--- config.mk ---
export PLATFORM = sky130hd
export DESIGN_NAME = lvds_link_ctrl
export DESIGN_NICKNAME = d
export VERILOG_FILES = /design/src/rtl/lvds_link_ctrl.sv
export SDC_FILE = /design/constraint.sdc
export NUM_CORES = 1
export LEC_CHECK = 0
export BUFFER_PORTS_ARGS = -buffer_cell sky130_fd_sc_hd__buf_2
export CORE_UTILIZATION = 30
export DETAILED_ROUTE_END_ITERATION = 8
export PLACE_DENSITY = 0.78
export SYNTH_ARGS = -nofsm -noshare
export SYNTH_HDL_FRONTEND = slang
export SYNTH_SLANG_ARGS = --single-unit
--- constraint.sdc ---
create_clock -name CLK -period 2.28 [get_ports CLK]
set_clock_uncertainty 0.1 [all_clocks]
set_input_delay 0.114 -clock CLK [delete_from_list [all_inputs] [get_ports CLK]]
set_output_delay 0.114 -clock CLK [all_outputs]
set_load 0.005 [all_outputs]
--- src/rtl/lvds_link_ctrl.sv ---
// lvds_link_ctrl: LVDS lane-pair bring-up (serdes reset, align wait, training echo)
// followed by round-robin arbitration of two requesters onto the TX enqueue port.
module lvds_link_ctrl #(
    parameter int                DATA_W     = 32,
    parameter int                RST_HOLD   = 16,
    parameter int                TIMEOUT    = 4096,
    parameter int                MAX_RETRY  = 3,
    parameter logic [DATA_W-1:0] TRAIN_WORD = 32'hA5C3_5A3C
) (
    input  logic              CLK,
    input  logic              RST_N,
    input  logic              tx_align_done,
    input  logic              rx_align_done,
    output logic              lvds_reset_n,
    input  logic              req0_valid,
    input  logic [DATA_W-1:0] req0_data,
    output logic              req0_ready,
    input  logic              req1_valid,
    input  logic [DATA_W-1:0] req1_data,
    output logic              req1_ready,
    output logic [DATA_W-1:0] enq_tx,
    output logic              EN_enq_tx,
    input  logic              RDY_enq_tx,
    input  logic [DATA_W-1:0] deq_rx,
    input  logic              RDY_deq_rx,
    output logic              EN_deq_rx,
    output logic [DATA_W-1:0] rx_data,
    output logic              rx_valid,
    input  logic              rx_ready,
    output logic              link_up,
    output logic              link_fail,
    output logic [1:0]        retry_cnt
);
    localparam int CNT_MAX = (TIMEOUT > RST_HOLD) ? TIMEOUT : RST_HOLD;
    localparam int CW = $clog2(CNT_MAX) + 1;
    localparam logic [CW-1:0] HOLD_LAST = CW'(RST_HOLD - 1);
    localparam logic [CW-1:0] TO_LAST   = CW'(TIMEOUT - 1);
    localparam logic [1:0]    RETRY_LIM = 2'(MAX_RETRY);

    typedef enum logic [2:0] {RST_LVDS, WAIT_ALIGN, TRAIN_TX, TRAIN_RX, UP, FAIL} state_t;

    state_t          r_state, w_next, w_fail_dst;
    logic [CW-1:0]   r_cnt;
    logic [1:0]      r_tx_sync, r_rx_sync;
    logic            r_prio;
    logic            r_lvds_reset_n, r_link_up, r_link_fail;
    logic [1:0]      r_retry_cnt, w_retry_nxt;
    logic            w_aligned, w_timeout, w_up, w_tx_fire, w_rx_match, w_attempt_fail;

    assign w_aligned  = r_tx_sync[1] & r_rx_sync[1];
    assign w_timeout  = (r_cnt == TO_LAST);
    assign w_up       = (r_state == UP);
    assign w_tx_fire  = (r_state == TRAIN_TX) & RDY_enq_tx;
    assign w_rx_match = (r_state == TRAIN_RX) & RDY_deq_rx & (deq_rx == TRAIN_WORD);
    assign w_fail_dst = (r_retry_cnt < RETRY_LIM) ? RST_LVDS : FAIL;

    // Progress in a phase always beats a timeout landing in the same cycle
    assign w_attempt_fail = w_timeout & (((r_state == WAIT_ALIGN) & ~w_aligned) |
                                         ((r_state == TRAIN_TX)   & ~w_tx_fire) |
                                         ((r_state == TRAIN_RX)   & ~w_rx_match));

    assign w_retry_nxt = (w_next == UP) ? 2'd0 :
                         (w_attempt_fail && r_retry_cnt < RETRY_LIM) ? r_retry_cnt + 2'd1 :
                         r_retry_cnt;

    always_ff @(posedge CLK or negedge RST_N) begin
        if (!RST_N) begin
            r_tx_sync <= '0;
            r_rx_sync <= '0;
        end else begin
            r_tx_sync <= {r_tx_sync[0], tx_align_done};
            r_rx_sync <= {r_rx_sync[0], rx_align_done};
        end
    end

    always_ff @(posedge CLK or negedge RST_N) begin
        if (!RST_N) begin
            r_state        <= RST_LVDS;
            r_cnt          <= '0;
            r_lvds_reset_n <= 1'b0;
            r_link_up      <= 1'b0;
            r_link_fail    <= 1'b0;
            r_retry_cnt    <= '0;
            r_prio         <= 1'b0;
        end else begin
            r_state        <= w_next;
            r_cnt          <= (w_next != r_state) ? '0 :
                              (r_state == UP || r_state == FAIL) ? r_cnt : r_cnt + 1'b1;
            // Status flops are loaded from the next state so they line up with r_state
            r_lvds_reset_n <= (w_next != RST_LVDS);
            r_link_up      <= (w_next == UP);
            r_link_fail    <= (w_next == FAIL);
            r_retry_cnt    <= w_retry_nxt;
            r_prio         <= req0_ready ? 1'b1 : req1_ready ? 1'b0 : r_prio;
        end
    end

    always_comb begin
        w_next = r_state;
        case (r_state)
            RST_LVDS:   w_next = (r_cnt == HOLD_LAST) ? WAIT_ALIGN : RST_LVDS;
            WAIT_ALIGN: w_next = w_aligned ? TRAIN_TX : w_timeout ? w_fail_dst : WAIT_ALIGN;
            TRAIN_TX:   w_next = w_tx_fire ? TRAIN_RX : w_timeout ? w_fail_dst : TRAIN_TX;
            TRAIN_RX:   w_next = w_rx_match ? UP : w_timeout ? w_fail_dst : TRAIN_RX;
            UP:         w_next = w_aligned ? UP : RST_LVDS;
            default:    w_next = FAIL;
        endcase
    end

    always_comb begin
        req0_ready = w_up & RDY_enq_tx & req0_valid & (~req1_valid | ~r_prio);
        req1_ready = w_up & RDY_enq_tx & req1_valid & (~req0_valid | r_prio);
        EN_enq_tx  = (r_state == TRAIN_TX) ? RDY_enq_tx : (req0_ready | req1_ready);
        enq_tx     = (r_state == TRAIN_TX) ? TRAIN_WORD :
                     req1_ready ? req1_data : req0_ready ? req0_data : '0;
        EN_deq_rx  = (r_state == TRAIN_RX) ? RDY_deq_rx : (w_up & RDY_deq_rx & rx_ready);
        rx_valid   = w_up & RDY_deq_rx;
        rx_data    = w_up ? deq_rx : '0;
    end

    assign lvds_reset_n = r_lvds_reset_n;
    assign link_up      = r_link_up;
    assign link_fail    = r_link_fail;
    assign retry_cnt    = r_retry_cnt;
endmodule

==> impl_results.md, run 1 <==
- Net switching power: 206 µW
- Worst Path Max Fanout: 6
- GRT Util Overall: 21.3%
- Most frequent cells in the layout: buf_2, and2_1, dfrtp_1
- Async set or reset register ratio after synthesis: 100%
- HPWL after DPL: roughly 7300 µm
- WS Path Type: reg -> reg
- Overall die area: slightly below 8000 µm²
- Final Hold Fails: 0
- Fmax: 0.461 GHz
- Post-synthesis simple-gate area fraction: 35.9%
- P_leak: 0.00180 µW
- Largest net degree at the start of global routing: 36
- Final Critical Period: 2170 ps
- Fin. max-slew vios: 0
- Warnings from Yosys: 0
- Post-Synth XOR/XNOR Area: 4.38%
- Initial antenna violation count: 0
- Status: completed
- Final period utilization: a little over nine tenths
- Vias after detailed routing: 2833
- Commonest non-fill, non-tap cell in the layout: buf_2
- Die H: 87.7 µm
- Final setup fails: 0
- Die W: about 90 µm
- Syn_nets: 353
- Cell Area, Synth: 2200 µm²
- Clock power frac: 33.3%
- Pwr Density: around 260 nW/µm²
- Sequential power share: between 50 and 60%
- # DRC: 0
- Peak supply drop: 0.000236 V
- CTS HTree Levels: 1
- Placement Rows: 30
- Max Cap Violations: 0
- Initial DRC Count: 283
- Pre-antenna DRT Iters: 4
- Filler Cells Inserted: 676
- Vias in the first global route: 2455
- Crit path launch: r_cnt[5]
- Net count, final: roughly 540
- Adder-cell area share of the yosys netlist: ~1.1%
- # diodes: 0
- Vias/cell: around 5.3
- Ports: roughly 180
- Final RePlAce weighted congestion: 0.903
- Setup WS post-layout: around 110 ps
- IO buf count: 178
- First-pass GRT wire length: 12600 µm
- Antenna Nets Post-Route: 0
- CP Capture Type: flop
- Logic pwr share: ~15%
- Slew @ Worst Pin: 606 ps
- Sink Count: 26
- Mean area per synthesized cell: 8.95 µm²
- Wire per inst: 16.9 µm
- Synth Register Bits: 26
- Worst relative slew slack: 59.6%
- Yosys cell types: 54
- Bufs on Longest Clock Path: 2
- Data required, critical path: between 2000 and 2500 ps
- Crit path launch type: flop
- CP arrival: 2220 ps
- Fraction of layout cells with a size suffix above 1: 51.0%
- Clk root buf: clkbuf_8
- Mux cell area share after synthesis: less than 1%
- Total design power: 901 µW
- Storage cell area: 651 µm²
- Initial Utilization: 31.7%
- CTS tree: built
- Inserted Clock Buffers: 3
- Worst min-delay path class: in -> reg
- Post-Synthesis Cells: 246
- P_int: 695 µW
- Hold_ws: 33.4 ps
- Setup TNS: 0 ps
- Register area share after synthesis: 29.6%
- Total grt overflow: 0
- Latest clock arrival within the worst-skew pair: 270 ps
- RSZ-0062 raised after global routing: yes
- Switching portion of total power: between 20% and 30%
- Routed WL: between 8000 and 9000 µm
- EDFF count, synth: 0
- Area of the core: 6940 µm²
- Clock slew at reported path FFs: 90 ps
- Top FF cell, synth: dfrtp_1
- Synth-to-layout area growth: 57.4%
- FF-to-FF Start: r_cnt[5]
- Multi-input combinational cell area: 1490 µm²
- Complex-gate fraction of the synthesized area: a little under a quarter
- Setup WS pre-CTS: about 34 ps
- Main combinational cell family by area after synthesis: simple AND/OR/NAND/NOR gates
- Worst hold start: RDY_enq_tx
## area by class of cell
| type | instances | share of cell area [%] |
|---|---|---|
| Multi-Input combinational cell | 198 | 43.0 |
| Timing Repair Buffer | 202 | 32.6 |
| Sequential cell | 26 | 18.8 |
| Tap cell | 96 | 3.47 |
| Clock buffer | 4 | 1.59 |
| Inverter | 5 | 0.542 |
## worst max-delay path, cell delays in order, from the launching register on
cell      delay (ps)
dfrtp_1          450
nand4_1          280
or4_4            600
a211oi_4         260
or3b_1           370
## power by group through the flow
stage / Combinational (µW) / Clock (µW) / Sequential [µW]
floorplan: 15.7 / 0 / 475
global placement: 126 / 0 / 476
detailed placement: 129 / 0 / 476
CTS: 134 / 304 / 466
global route: 146 / 330 / 467
finish: 134 / 300 / 467
## registers in the layout, indices dropped and copies added (netlist names)
signal / cells
r_tx_sync: 2
r_rx_sync: 2
link_up: 1
link_fail: 1
r_cnt: 13
r_prio: 1
lvds_reset_n: 1
retry_cnt: 2
r_state: 3
## timing repair
action                                  in CTS  in global routing
gates resized for setup                      1                  7
endpoints found under the setup margin      16                 19
pin swaps                                    0                  1
setup buffers                                0                  1
endpoints found under the hold margin       28                  0
hold buffers                                 3                  0
## kinds of logic (layout without fill, tap and decap cells)
group / count (synthesis) / after routing
simple gates: 123 / 123
xor+xnor: 11 / 11
mux: 1 / 1
buf+inv: 22 / 211
flops: 26 / 26
fa+ha+maj: 2 / 2
compound gates: 61 / 61
## routing by layer
| metal | routed length [µm] | part of all wire, % | track usage (%) | vias to the layer above |
|---|---|---|---|---|
| li1 | - | - | - | 1338 |
| met1 | 3760 | 42 | 28.0 | 1357 |
| met2 | 4470 | 50 | 37.4 | 126 |
| met3 | 553 | 6.2 | 1.89 | 12 |
| met4 | 193 | 2.1 | 6.11 | 0 |
| met5 | 0 | 0 | 0 | - |
## metrics by stage
stage | util [%] | cell area, µm² | instances
after floorplan | - | 2200 | 246
after global placement | 48.0 | 3340 | 523
after detailed placement | 48.0 | 3340 | 523
after CTS | 49.3 | 3420 | 530
after global routing | 49.9 | 3460 | 531
final | 49.9 | 3460 | 531
## path summary, 6_finish.rpt
kind | endpoint | slack [ps] | cells after the start
hold reg to reg | r_tx_sync[1] | 250 | 0
setup / recovery | lvds_reset_n | 110 | 4
setup reg to reg | lvds_reset_n | 110 | 4
max in group asynchronous | link_fail | 1400 | 2
min in group asynchronous | r_cnt[0] | 280 | 2
hold / removal | r_prio | 30 | 2
## cells in the mapped netlist (3+ instances only)
cell	count	area share, %
and2_1	35	9.9
dfrtp_1	26	30
a221o_1	17	7.7
a22o_1	16	6.4
nor4_1	16	4.5
clkbuf_1	12	2.0
nand3_1	9	2.0
nand4_1	9	2.6
nor2_1	8	1.4
xor2_1	8	3.2
a21oi_1	7	1.6
nand4b_1	6	2.4
inv_1	5	0.85
nand2_1	5	0.85
nor3_1	5	1.1
a21o_1	4	1.4
nor2b_1	4	1.1
nand2b_1	3	0.85
xnor2_1	3	1.2
Note: power is estimated with default switching activity, not from simulation.
==> inputs of run 2 (changes only) <==
--- a/config.mk
+++ b/config.mk
@@ -5,10 +5,12 @@
 export SDC_FILE = /design/constraint.sdc
 export NUM_CORES = 1
 export LEC_CHECK = 0
+export ABC_AREA = 1
 export BUFFER_PORTS_ARGS = -buffer_cell sky130_fd_sc_hd__buf_2
 export CORE_UTILIZATION = 30
 export DETAILED_ROUTE_END_ITERATION = 8
-export PLACE_DENSITY = 0.78
+export PLACE_DENSITY = 0.76
+export SLEW_MARGIN = 20
 export SYNTH_ARGS = -nofsm -noshare
 export SYNTH_HDL_FRONTEND = slang
 export SYNTH_SLANG_ARGS = --single-unit
==> run 2 against run 1 <==
  * Clock power is 17% lower
  * Critical endpoint is now enq_tx[5]
  * Non-clock buffer count is 11 lower
  * First-iteration DRC count is 50% lower
  * Critical path type is now reg -> out
==> impl_results.md, run 2 <==
- Pre-antenna DRT Iters: 4 (unchanged)
- Inserted Clock Buffers: 3 (unchanged)
- Mean area per synthesized cell: 6.83 µm² (-24%)
- Logic pwr share: 17.2% (+2.3 points)
- Sink Count: 26 (unchanged)
- Total grt overflow: 0 (unchanged)
- Area of the core: 7770 µm² (+12%)
- Async set or reset register ratio after synthesis: 100% (unchanged)
- Cells after DPL: 626 (+20%)
- Final Critical Period: 2170 ps (-2.19 ps)
- Synth Register Bits: 26 (unchanged)
- Final setup fails: 0 (unchanged)
- Flop-to-flop setup slack: 200 ps (+90 ps)
- Yosys cell types: 34 (-37%)
- Top FF cell, synth: dfrtp_1
- # DRC: 0 (unchanged)
- Die W: 91.7 µm (+4.7%)
- Worst hold start: r_tx_sync[0]
- Sequential power share: 53.9% (+2.1 points)
- Vias/cell: 4.77 (-11%)
- Post-synth top area cell: dfrtp_1
- Net switching power: 202 µW (-2.0%)
- Data required, critical path: 2070 ps (-260 ps)
- Worst Path Max Fanout: 34 (+28)
- Fmax: 0.461 GHz (+0.10%)
- Slew @ Worst Pin: 583 ps (-22.4 ps)
- Status: completed
- CP Capture Type: primary output
- Biggest regs: r_cnt (13), r_state (3)
- First-pass GRT wire length: 12100 µm (-3.6%)
- Hold Path Stages: 0 (-2)
- Setup WS pre-CTS: 121 ps (+87.7 ps)
- Initial DRC Count: 141 (-50%)
- Synth-to-layout area growth: 46.2%
- GRT Util Overall: 17.7% (-3.6 points)
- Clock slew at reported path FFs: 80 ps (about the same)
- Switching portion of total power: 23.4% (+0.56 points)
- Latest clock arrival within the worst-skew pair: 260 ps (about the same)
- Cell Area, Synth: 2420 µm² (+9.8%)
- RSZ-0062 raised after global routing: no
- Setup TNS: 0 ps (unchanged)
- Storage cell area: 652 µm² (+0.19%)
- Initial Utilization: 31.1% (-0.59 points)
- Clk root buf: clkbuf_8
- Filler Cells Inserted: 780 (+15%)
- Biggest register: r_cnt
- Register area share after synthesis: 26.9% (-2.6 points)
- Total design power: 862 µW (-4.4%)
- Die H: 91.7 µm (+4.7%)
- EDFF count, synth: 0 (unchanged)
- Warnings from Yosys: 0 (unchanged)
- Overall die area: 8420 µm² (+9.6%)
- CTS HTree Levels: 1 (unchanged)
- FF-to-FF Start: r_cnt[0]
- Final Hold Fails: 0 (unchanged)
- Fin util: 45.5% (-4.4 points)
- Pwr Density: 244 nW/µm² (-6.2%)
- Peak supply drop: 0.000278 V (+18%)
- IO buf count: 178 (unchanged)
- Multi-input combinational cell area: 1440 µm² (-3.5%)
- Max Cap Violations: 0 (unchanged)
- Yosys top cell area share: 26.9% (-2.6 points)
- P_leak: 0.00212 µW (+18%)
- Non-Filler Instances: 640 (+21%)
- Top post-synthesis cells by area: dfrtp_1, nor2_1, inv_1, nand2_1, a221o_1
- Crit path launch type: flop
- Final period utilization: 95.1% (-0.096 points)
- Final RePlAce weighted congestion: 0.956 (+5.9%)
- Ports: 179 (unchanged)
- Fraction of layout cells with a size suffix above 1: 42.5% (-8.5 points)
- Syn_nets: 461 (+31%)
- Endpoint, Worst Hold: r_tx_sync[1]
- Most frequent cells in the layout: buf_2, nor2_1, inv_1
- Routed WL: 8130 µm (-9.5%)
- Bufs on Longest Clock Path: 2 (unchanged)
- Worst relative slew slack: 61.1% (+1.5 points)
- Post-Synthesis Cells: 354 (+44%)
- WS Path Type: reg -> out
- CP arrival: 1950 ps (-270 ps)
- R2R Path End: r_cnt[1]
- Commonest non-fill, non-tap cell in the layout: buf_2
- Count leader, synth: nor2_1
- Antenna Nets Post-Route: 0 (unchanged)
- Initial antenna violation count: 2 (+2)
- Worst min-delay path class: reg -> reg
- Clock power frac: 28.8% (-4.5 points)
- Vias in the first global route: 2643 (+7.7%)
- Wire per inst: 12.7 µm (-25%)
- Setup WS post-layout: 113 ps (+2.19 ps)
- Largest net degree at the start of global routing: 35 (-2.8%)
- Vias after detailed routing: 3053 (+7.8%)
- Net count, final: 645 (+19%)
- P_int: 660 µW (-5.0%)
- Synth top cells by count: nor2_1, inv_1, nand2_1
- CTS tree: built
- R2R depth: 10 (+6)
- Max reg flops: 13 (unchanged)
- HPWL after DPL: 6710 µm (-8.0%)
- Placement Rows: 32 (+6.7%)
- Fin. max-slew vios: 0 (unchanged)
## run 2: cell count changes after synthesis, sizes merged, moves of 5 or more
cell    previous run  this run
a21oi              7         2
and2              37         0
buf                3        11
clkbuf            14         1
inv                5        65
nand2              5        63
nand3              9        24
nand4b             6         0
nor2               8        79
nor3               5        19
nor4              17         1
o21ai              1         6
## run 2: how the worst max path moves through the flow
| stage | cells after the start | to | slack, ps | start |
|---|---|---|---|---|
| floorplan | 10 | r_cnt[10] | 440 | r_cnt[0] |
| global placement | 9 | enq_tx[5] | 280 | r_state[2] |
| detailed placement | 10 | r_cnt[1] | 120 | r_cnt[0] |
| CTS | 9 | enq_tx[5] | 5 | r_state[2] |
| global route | 10 | r_cnt[1] | 10 | r_cnt[0] |
| finish | 9 | enq_tx[5] | 110 | r_state[2] |
## run 2: cells by family (layout without fill, tap and decap cells)
| group | count (synthesis) | in the layout | share of synthesized area, % |
|---|---|---|---|
| AOI/OAI and AO/OA | 43 | 43 | 15.1 |
| xor gates and xnor gates | 12 | 12 | 4.35 |
| adders and majority gates | 2 | 2 | 1.04 |
| buffers and inverters | 78 | 260 | 14.1 |
| DFF | 26 | 26 | 26.9 |
| muxes | 1 | 1 | 0.414 |
| other | 0 | 2 | 0 |
| and+or+nand+nor | 192 | 192 | 38.0 |
## run 2: layout make-up
| class | count | share of cell area (%) |
|---|---|---|
| well taps | 102 | 3.61 |
| flip-flops and latches | 26 | 18.4 |
| multi-input cells | 250 | 40.7 |
| repair buffers | 191 | 28.9 |
| inverters | 66 | 7.01 |
| clock buffers | 3 | 1.17 |
| diodes | 2 | 0.142 |
## run 2: timing repair
item / CTS / global route
resized for setup: 1 / 4
gates cloned: 0 / 0
buffers inserted: 0 / 6
endpoints found under the setup margin: 18 / 46
hold endpoints to repair: 28 / 0
hold buffers: 3 / 0
pin swaps: 0 / 1
## run 2: routing by layer
layer	share of wire, %	global-route usage [%]
met2	51	32.8
met1	41	21.1
met3	5.6	1.66
met4	2.3	6.64
met5	0	0
## run 2: critical path: stages, from the launching register on
cell and delay, ps:
dfrtp_2 440, inv_2 120, nor2_4 70, inv_2 130, nor2_2 60, nand2_2 120, nor2_2 60, buf_12 170
a221o_1 370, buf_2 140
## run 2: per-stage QoR
step | cell area [µm²] | hold WS [ps]
after floorplan | 2420 | -282
after global placement | 3400 | 37.7
after detailed placement | 3400 | 50.2
after CTS | 3470 | 254
after global routing | 3530 | 260
final | 3530 | 252
## run 2: power groups by stage
| stage | Clock, µW | Sequential (µW) | Combinational (µW) |
|---|---|---|---|
| finish | 248 | 465 | 149 |
| global route | 279 | 465 | 165 |
| CTS | 261 | 465 | 148 |
| detailed placement | 0 | 474 | 143 |
| global placement | 0 | 474 | 141 |
| floorplan | 0 | 474 | 29.9 |
